===== src/rtl/bcd_pkg.sv =====
// Shared types and constants for the digit-serial BCD adder.
package bcd_pkg;

    localparam logic [3:0] BCD_MAX = 4'd9;
    localparam logic [3:0] BCD_ADJ = 4'd6;

    typedef logic [3:0] bcd_digit_t;

    typedef enum logic [1:0] {
        IDLE,
        RUN,
        DONE
    } state_t;

endpackage


===== src/rtl/bcd_digit_cell.sv =====
// Combinational single-digit BCD add: s/co = a + b + ci with decimal adjust.
module bcd_digit_cell
    import bcd_pkg::*;
(
    input  bcd_digit_t a,
    input  bcd_digit_t b,
    input  logic       ci,
    output bcd_digit_t s,
    output logic       co
);

    logic [4:0] y;

    always_comb begin
        y  = {1'b0, a} + {1'b0, b} + {4'b0000, ci};
        co = (y > {1'b0, BCD_MAX});
        s  = co ? (y[3:0] + BCD_ADJ) : y[3:0];
    end

endmodule


===== src/rtl/bcd_serial_adder.sv =====
// Digit-serial multi-digit BCD adder, LSD first, one digit per clock.
// Optional BCD_SUBTRACT_EN adds a `sub` port for ten's-complement A - B.
module bcd_serial_adder
    import bcd_pkg::*;
#(
    parameter int DIGITS = 4
) (
    input  logic              clk,
    input  logic              rst_n,
    input  logic              start,
    input  logic [4*DIGITS-1:0] a_in,
    input  logic [4*DIGITS-1:0] b_in,
    input  logic              cin,
`ifdef BCD_SUBTRACT_EN
    input  logic              sub,
`endif
    output logic              busy,
    output logic              done,
    output logic [4*DIGITS-1:0] sum_out,
    output logic              cout,
    output logic              err
);

    localparam int W     = 4 * DIGITS;
    localparam int IDX_W = (DIGITS > 1) ? $clog2(DIGITS) : 1;
    localparam logic [IDX_W-1:0] LAST = IDX_W'(DIGITS - 1);

    state_t           state_q, state_d;
    logic [W-1:0]     a_q, a_d;
    logic [W-1:0]     b_q, b_d;
    logic [W-1:0]     sum_q, sum_d;
    logic [IDX_W-1:0] idx_q, idx_d;
    logic             carry_q, carry_d;
    logic             cout_q, cout_d;
    logic             err_q, err_d;
`ifdef BCD_SUBTRACT_EN
    logic             sub_q, sub_d;
`endif

    bcd_digit_t a_dig, b_dig, b_eff, s_dig;
    logic       co_dig, dig_bad;

    always_comb begin
        a_dig   = a_q[{idx_q, 2'b00} +: 4];
        b_dig   = b_q[{idx_q, 2'b00} +: 4];
        dig_bad = (a_dig > BCD_MAX) || (b_dig > BCD_MAX);
`ifdef BCD_SUBTRACT_EN
        // Nines' complement wraps mod 16 for invalid digits.
        b_eff   = sub_q ? (BCD_MAX - b_dig) : b_dig;
`else
        b_eff   = b_dig;
`endif
    end

    bcd_digit_cell u_cell (
        .a  (a_dig),
        .b  (b_eff),
        .ci (carry_q),
        .s  (s_dig),
        .co (co_dig)
    );

    always_ff @(posedge clk or negedge rst_n) begin
        if (!rst_n) state_q <= IDLE;
        else        state_q <= state_d;
    end

    always_comb begin
        state_d = state_q;
        unique case (state_q)
            IDLE:    if (start) state_d = RUN;
            RUN:     if (idx_q == LAST) state_d = DONE;
            DONE:    state_d = IDLE;
            default: state_d = IDLE;
        endcase
    end

    always_comb begin
        busy = (state_q == RUN);
        done = (state_q == DONE);
    end

    always_comb begin
        a_d     = a_q;
        b_d     = b_q;
        sum_d   = sum_q;
        idx_d   = idx_q;
        carry_d = carry_q;
        cout_d  = cout_q;
        err_d   = err_q;
`ifdef BCD_SUBTRACT_EN
        sub_d   = sub_q;
`endif
        if (state_q == IDLE && start) begin
            a_d     = a_in;
            b_d     = b_in;
            idx_d   = '0;
            err_d   = 1'b0;
`ifdef BCD_SUBTRACT_EN
            sub_d   = sub;
            carry_d = sub ? 1'b1 : cin;
`else
            carry_d = cin;
`endif
        end else if (state_q == RUN) begin
            sum_d[{idx_q, 2'b00} +: 4] = s_dig;
            carry_d = co_dig;
            err_d   = err_q | dig_bad;
            if (idx_q == LAST) begin
                idx_d  = '0;
                cout_d = co_dig;
            end else begin
                idx_d  = idx_q + 1'b1;
            end
        end
    end

    always_ff @(posedge clk or negedge rst_n) begin
        if (!rst_n) begin
            a_q     <= '0;
            b_q     <= '0;
            sum_q   <= '0;
            idx_q   <= '0;
            carry_q <= 1'b0;
            cout_q  <= 1'b0;
            err_q   <= 1'b0;
`ifdef BCD_SUBTRACT_EN
            sub_q   <= 1'b0;
`endif
        end else begin
            a_q     <= a_d;
            b_q     <= b_d;
            sum_q   <= sum_d;
            idx_q   <= idx_d;
            carry_q <= carry_d;
            cout_q  <= cout_d;
            err_q   <= err_d;
`ifdef BCD_SUBTRACT_EN
            sub_q   <= sub_d;
`endif
        end
    end

    assign sum_out = sum_q;
    assign cout    = cout_q;
    assign err     = err_q;

endmodule

===== config.mk =====
export PLATFORM = sky130hd
export DESIGN_NAME = bcd_serial_adder
export DESIGN_NICKNAME = d
export VERILOG_FILES = /design/src/rtl/bcd_pkg.sv /design/src/rtl/bcd_digit_cell.sv /design/src/rtl/bcd_serial_adder.sv
export SDC_FILE = /design/constraint.sdc
export NUM_CORES = 1
export LEC_CHECK = 0
export BUFFER_PORTS_ARGS = -buffer_cell sky130_fd_sc_hd__buf_4
export CAP_MARGIN = 20
export CORE_UTILIZATION = 43
export CTS_CLUSTER_DIAMETER = 150
export DETAILED_ROUTE_END_ITERATION = 8
export PLACE_DENSITY = 0.65
export SLEW_MARGIN = 5
export SYNTH_ARGS = -nofsm -noshare
export SYNTH_HDL_FRONTEND = slang
export SYNTH_SLANG_ARGS = --single-unit

===== constraint.sdc =====
create_clock -name clk -period 4.2 [get_ports clk]
set_input_delay 0.21 -clock clk [delete_from_list [all_inputs] [get_ports clk]]
set_output_delay 0.21 -clock clk [all_outputs]
set_load 0.005 [all_outputs]

==> out/results.ini, run 1 <==
[die]
core_area_sq_um=5990
initial_core_util_pct=45.2
die_w_microns=81.3
top_level_ports=56
dieHeight_microns=81.3
die-area_sq_um=6610
rows=28

[placement]
port_buffers=55
dpl-instance-area_sq_um=3200
dp_hpwl_microns=3870
place_congestion=0.786
place_inst=333

[setup_path]
setup.worst_path.class=flip-flop to flip-flop
reg2reg_to=sum_out[2]$_DFFE_PN0P_
crit_path_end_kind=flip-flop
worstPathRequired_ns=4.39
critPathMaxFanout=6
critPathLaunchType=flip-flop
critPathArrivalTime_ns=3.78
rr_startpoint=idx_q[0]$_DFFE_PN0P_
r2r_cells=10
r2r_slack_ns=0.61

[timing]
fin_setup_tns_ns=0
hold_ws_ns=0.119
finalCritPeriodShare_pct=85.5
rsz0062_at_grt=no
skew_ns=0.0112
finalSetupViolCount=0
hold_violations=0
slew_viol_final=0
fin_crit_ns=3.59
slew_headroom_pct=53.9
clock.fmax_mhz=279
worst_pin_slew_ns=0.692

[cts]
cts_resized=0
clk_latency_ns=0.31
cts_num_sinks=55
cts_buffers=5
clk_pin_slew_worst_paths_ns=0.10
cts_root_buf=clkbuf_8
cts_max_path_buffers=2
htreeDepth=2
cts_tree=done

[detailed_routing]
wl_met2_microns=2380
first_iter_violations=56
wl_met3_microns=257
first_pass_iters=4
wirelength_microns=5120
top_layer_used=met4
wl_met1_microns=2420
via_per_inst=5.22
vias=1781
postRouteAntennaNets=0
drc=0
wire_per_inst_microns=15.0

[worst_hold_path]
min_from=a_in[5]
worstHoldEndpoint=a_q[5]$_DFFE_PN0P_
hold_path.class=primary input to flip-flop
worstHoldPathCells=2

[synth]
syn_area_per_cell_sq_um=13.1
syn_inst=206
synth_nets=254
synthDistinctLibCells=47
synth.most_common_cell=dfrtp_1
ys.flop_type=dfrtp_1
ys_ff_latch=55
yosysTopAreaCell=dfrtp_1
yosysWarnings=0
synth-edff-count=0
ys_seq_area_share_pct=50.9
syn-cell-area_sq_um=2710
synth_area_leaders=dfrtp_1 51%, mux2_2 14%, mux4_1 4.9%, ha_1 4.6%, nand2_1 3.2%
synth.top_cells.by_count=55 x dfrtp_1, 33 x mux2_2, 23 x nand2_1
synth_top_area_share_pct=50.9
async_flop_share_pct=100

[layout]
nets=314
final_layout_size_suffix_gt1_share_pct=43.6
final_area_sq_um=3300
antenna-diode-count=0
final_cells=341
syn_to_final_growth_pct=21.8

[global_route]
grt_pass1_vias=1752
grt_max_degree=56
antenna_found_initial=0
grt_pass1_wl_microns=8510
track_usage_pct=17.5
grt_overflow=0

[flow_run]
drv_cap=0

[status]
status=completed

[worst max-delay path by stage]
stage / slack [ns] / start / end / cells after the start
finish: 0.61 / idx_q[0]$_DFFE_PN0P_ / sum_out[2]$_DFFE_PN0P_ / 10
global route: 0.33 / idx_q[0]$_DFFE_PN0P_ / sum_out[6]$_DFFE_PN0P_ / 10
CTS: 0.59 / idx_q[0]$_DFFE_PN0P_ / sum_out[2]$_DFFE_PN0P_ / 10
detailed placement: 0.61 / idx_q[0]$_DFFE_PN0P_ / sum_out[10]$_DFFE_PN0P_ / 10
global placement: 0.67 / idx_q[0]$_DFFE_PN0P_ / sum_out[10]$_DFFE_PN0P_ / 10
floorplan: 0.68 / idx_q[0]$_DFFE_PN0P_ / sum_out[10]$_DFFE_PN0P_ / 12
[placed cells by master, fill, tap and decap left out, drive strengths merged, types with 3 or more instances in the layout]
| master | instances |
|---|---|
| ha | 10 |
| dfrtp | 55 |
| nand2b | 3 |
| clkbuf | 5 |
| clkinv | 3 |
| mux2 | 33 |
| nand4 | 3 |
| nand2 | 24 |
| a21oi | 4 |
| o21ai | 20 |
| nor2 | 6 |
| inv | 5 |
| mux4 | 8 |
| buf | 57 |
[state kept, by name, indices dropped and copies added, names as in the netlist]
name / flops
idx_q: 2
a_q: 16
err: 1
b_q: 16
carry_q: 1
state_q: 2
sum_out: 16
cout: 1
[metrics by stage]
stage	utilization (%)	setup slack [ns]
after global routing	55.0	0.335
after CTS	55.0	0.588
final	55.0	0.609
after global placement	53.5	0.667
after floorplan	-	0.678
after detailed placement	53.5	0.610
[per-layer routing]
layer,up-vias,global-route usage (%)
met3,8,3.82
met4,0,5.36
met2,47,27.8
met1,857,23.8
li1,869,-
met5,-,0
[what timing repair did]
action	4_1_cts	5_1_grt
setup buffers	0	0
hold buffers	1	0
endpoints found under the hold margin	55	0
[kinds of logic after synthesis]
kind of cell	after synthesis	synth area share [%]
xor+xnor	2	0.648
buf+inv	11	1.99
compound gates	34	8.97
simple gates	50	9.94
flops	55	50.9
fa+ha+maj	12	6.11
mux	42	21.5
[worst max-delay path, cell delays in order, from the launching register on]
cell and delay [ns]:
dfrtp_1 0.51, mux4_1 0.64, fa_1 0.43, fa_1 0.41, xor2_1 0.22, inv_1 0.10, ha_1 0.28, a221oi_4 0.37
nor3_1 0.12, a211oi_2 0.27, o21ai_1 0.11
[layout make-up]
class / instances / area, sq um
Inverter: 6 / 23.8
Tap cell: 75 / 93.8
Multi-Input combinational cell: 140 / 1280
Fill cell: 546 / 2700
Sequential cell: 55 / 1380
Clock inverter: 2 / 13.8
Timing Repair Buffer: 58 / 438
Clock buffer: 5 / 68.8
Power of run 1 is not shown: default switching activity piles up to over one toggle a cycle in this logic, so the estimate is an artifact.
==> run 2: changes to the inputs <==
BUFFER_PORTS_ARGS = not set   (was -buffer_cell sky130_fd_sc_hd__buf_4)
DONT_BUFFER_PORTS = 1   (was not set)
HOLD_SLACK_MARGIN = 0.1   (was not set)
PLACE_DENSITY = not set   (was 0.65)
==> out/results.ini, run 2 (synthesis results as in run 1) <==
[status]
status=completed

[layout]
seqCellArea_sq_um=1380  ; unchanged
mostFrequentLayoutCells=55 x dfrtp_1, 33 x mux2_2, 33 x dlygate4sd3_1
nets=293  ; -6.7%
syn_to_final_growth_pct=19.8
fillers=526  ; -3.7%
final_layout_size_suffix_gt1_share_pct=25.7  ; -18 points
multi_input_area_sq_um=1280  ; unchanged
final_area_sq_um=3240  ; -1.7%
antenna-diode-count=0  ; unchanged
final_cells=320  ; -6.2%
layout_commonest_cell=dfrtp_1

[cts]
cts_buffers=5  ; unchanged
cts_tree=done
cts_max_path_buffers=2  ; unchanged
cts_num_sinks=55  ; unchanged
clk_latency_ns=0.31  ; about the same
cts_root_buf=clkbuf_8
htreeDepth=2  ; unchanged
clk_pin_slew_worst_paths_ns=0.10  ; about the same
cts_resized=0  ; unchanged

[detailed_routing]
postRouteAntennaNets=0  ; unchanged
vias=1709  ; -4.0%
first_iter_violations=74  ; +32%
via_per_inst=5.34  ; +2.3%
wl_met3_microns=271  ; +5.4%
drc=0  ; unchanged
wl_met2_microns=2530  ; +6.4%
wire_per_inst_microns=16.3  ; +8.7%
wirelength_microns=5220  ; +2.0%
wl_met1_microns=2360  ; -2.4%
top_layer_used=met4
first_pass_iters=4  ; unchanged

[flow_run]
drv_cap=0  ; unchanged

[placement]
place_inst=279  ; -16%
dpl-instance-area_sq_um=2800  ; -13%
dp_hpwl_microns=3730  ; -3.5%
place_congestion=0.725  ; -7.8%
port_buffers=0  ; -100%

[setup_path]
crit_family=adder cells
critPathMaxFanout=5  ; -1
critPathLaunchType=flip-flop
rr_startpoint=idx_q[0]$_DFFE_PN0P_
critPathArrivalTime_ns=3.66  ; -0.12 ns
cp_common_cell=fa_1
crit_slowest_cell=mux4_1
crit_buf_inv=1  ; unchanged
slowest_delay_ns=0.59  ; -0.05 ns
crit_path_end_kind=flip-flop
worstPathRequired_ns=4.38  ; about the same
setup.worst_path.class=flip-flop to flip-flop
crit_chain=mux4_1, fa_1, fa_1, xor2_1, inv_1, ha_1, a221oi_4, nor3_1, a211oi_2, o21ai_1
crit_start=idx_q[0]$_DFFE_PN0P_

[timing]
skew_ns=0.0130  ; +0.00185 ns
slew_viol_final=0  ; unchanged
fin_crit_ns=3.48  ; -0.111 ns
rsz0062_at_grt=no
slew_headroom_pct=67.2  ; +13 points
worst_pin_slew_ns=0.478  ; -0.214 ns
clock.fmax_mhz=287  ; +3.2%
finalSetupViolCount=0  ; unchanged
hold_ws_ns=0.141  ; +0.0215 ns
fin_setup_tns_ns=0  ; unchanged
finalCritPeriodShare_pct=82.8  ; -2.7 points
hold_violations=0  ; unchanged

[die]
dieHeight_microns=81.3  ; unchanged
rows=28  ; unchanged
die-area_sq_um=6610  ; unchanged
die_w_microns=81.3  ; unchanged
initial_core_util_pct=45.2  ; unchanged
top_level_ports=56  ; unchanged
core_area_sq_um=5990  ; unchanged

[global_route]
grt_max_degree=56  ; unchanged
grt_pass1_wl_microns=8780  ; +3.2%
track_usage_pct=17.8  ; +0.36 points
antenna_found_initial=0  ; unchanged
grt_pass1_vias=1816  ; +3.7%
grt_overflow=0  ; unchanged

[worst_hold_path]
min_from=start
hold_path.class=primary input to flip-flop

-- run 2: cell types whose count changed in the layout (fill, tap and decap cells not counted) --
cell and change:
buf_16 +1, clkinv_4 -1, inv_6 +1, buf_4 -54
clkinv_2 -1, dlygate4sd3_1 +32, clkinvlp_4 +1
-- run 2: metrics by stage --
stage               setup WS [ns]  util (%)
detailed placement          0.737      46.7
CTS                         0.701      54.1
global placement            0.798      46.7
floorplan                   0.678         -
global route                0.493      54.1
finish                      0.721      54.1
-- run 2: worst paths after layout --
| kind | to | slack, ns | cells after the start |
|---|---|---|---|
| worst max-delay path | sum_out[2]$_DFFE_PN0P_ | 0.72 | 10 |
| worst min register to register | sum_out[4]$_DFFE_PN0P_ | 0.51 | 2 |
| min in group asynchronous | sum_out[0]$_DFFE_PN0P_ | 0.42 | 2 |
| worst min-delay path | idx_q[0]$_DFFE_PN0P_ | 0.14 | 3 |
| worst max register to register | sum_out[2]$_DFFE_PN0P_ | 0.72 | 10 |
| max in group asynchronous | b_q[8]$_DFFE_PN0P_ | 3.54 | 2 |
-- run 2: worst min-delay path: stages --
cell	delay (ns)
o21bai_1	0.06
nand2_1	0.07
o31ai_1	0.07
-- run 2: repair_timing --
item,CTS,global route
endpoints found under the hold margin,87,0
hold buffers,34,0
setup buffers,0,0
-- run 2: area by class of cell --
cell class | count | area share [%]
Sequential cell | 55 | 42.5
Multi-Input combinational cell | 140 | 39.5
Timing Repair Buffer | 37 | 11.7
Tap cell | 75 | 2.90
Clock buffer | 5 | 2.12
Inverter | 6 | 0.734
Clock inverter | 2 | 0.502
-- run 2: per-layer routing --
metal  up-vias  GRT usage (%)
li1        822              -
met1       837           22.5
met2        44           29.4
met3         6           4.49
met4         0           6.43
met5         -              0
Power of run 2 is left out for the same reason.
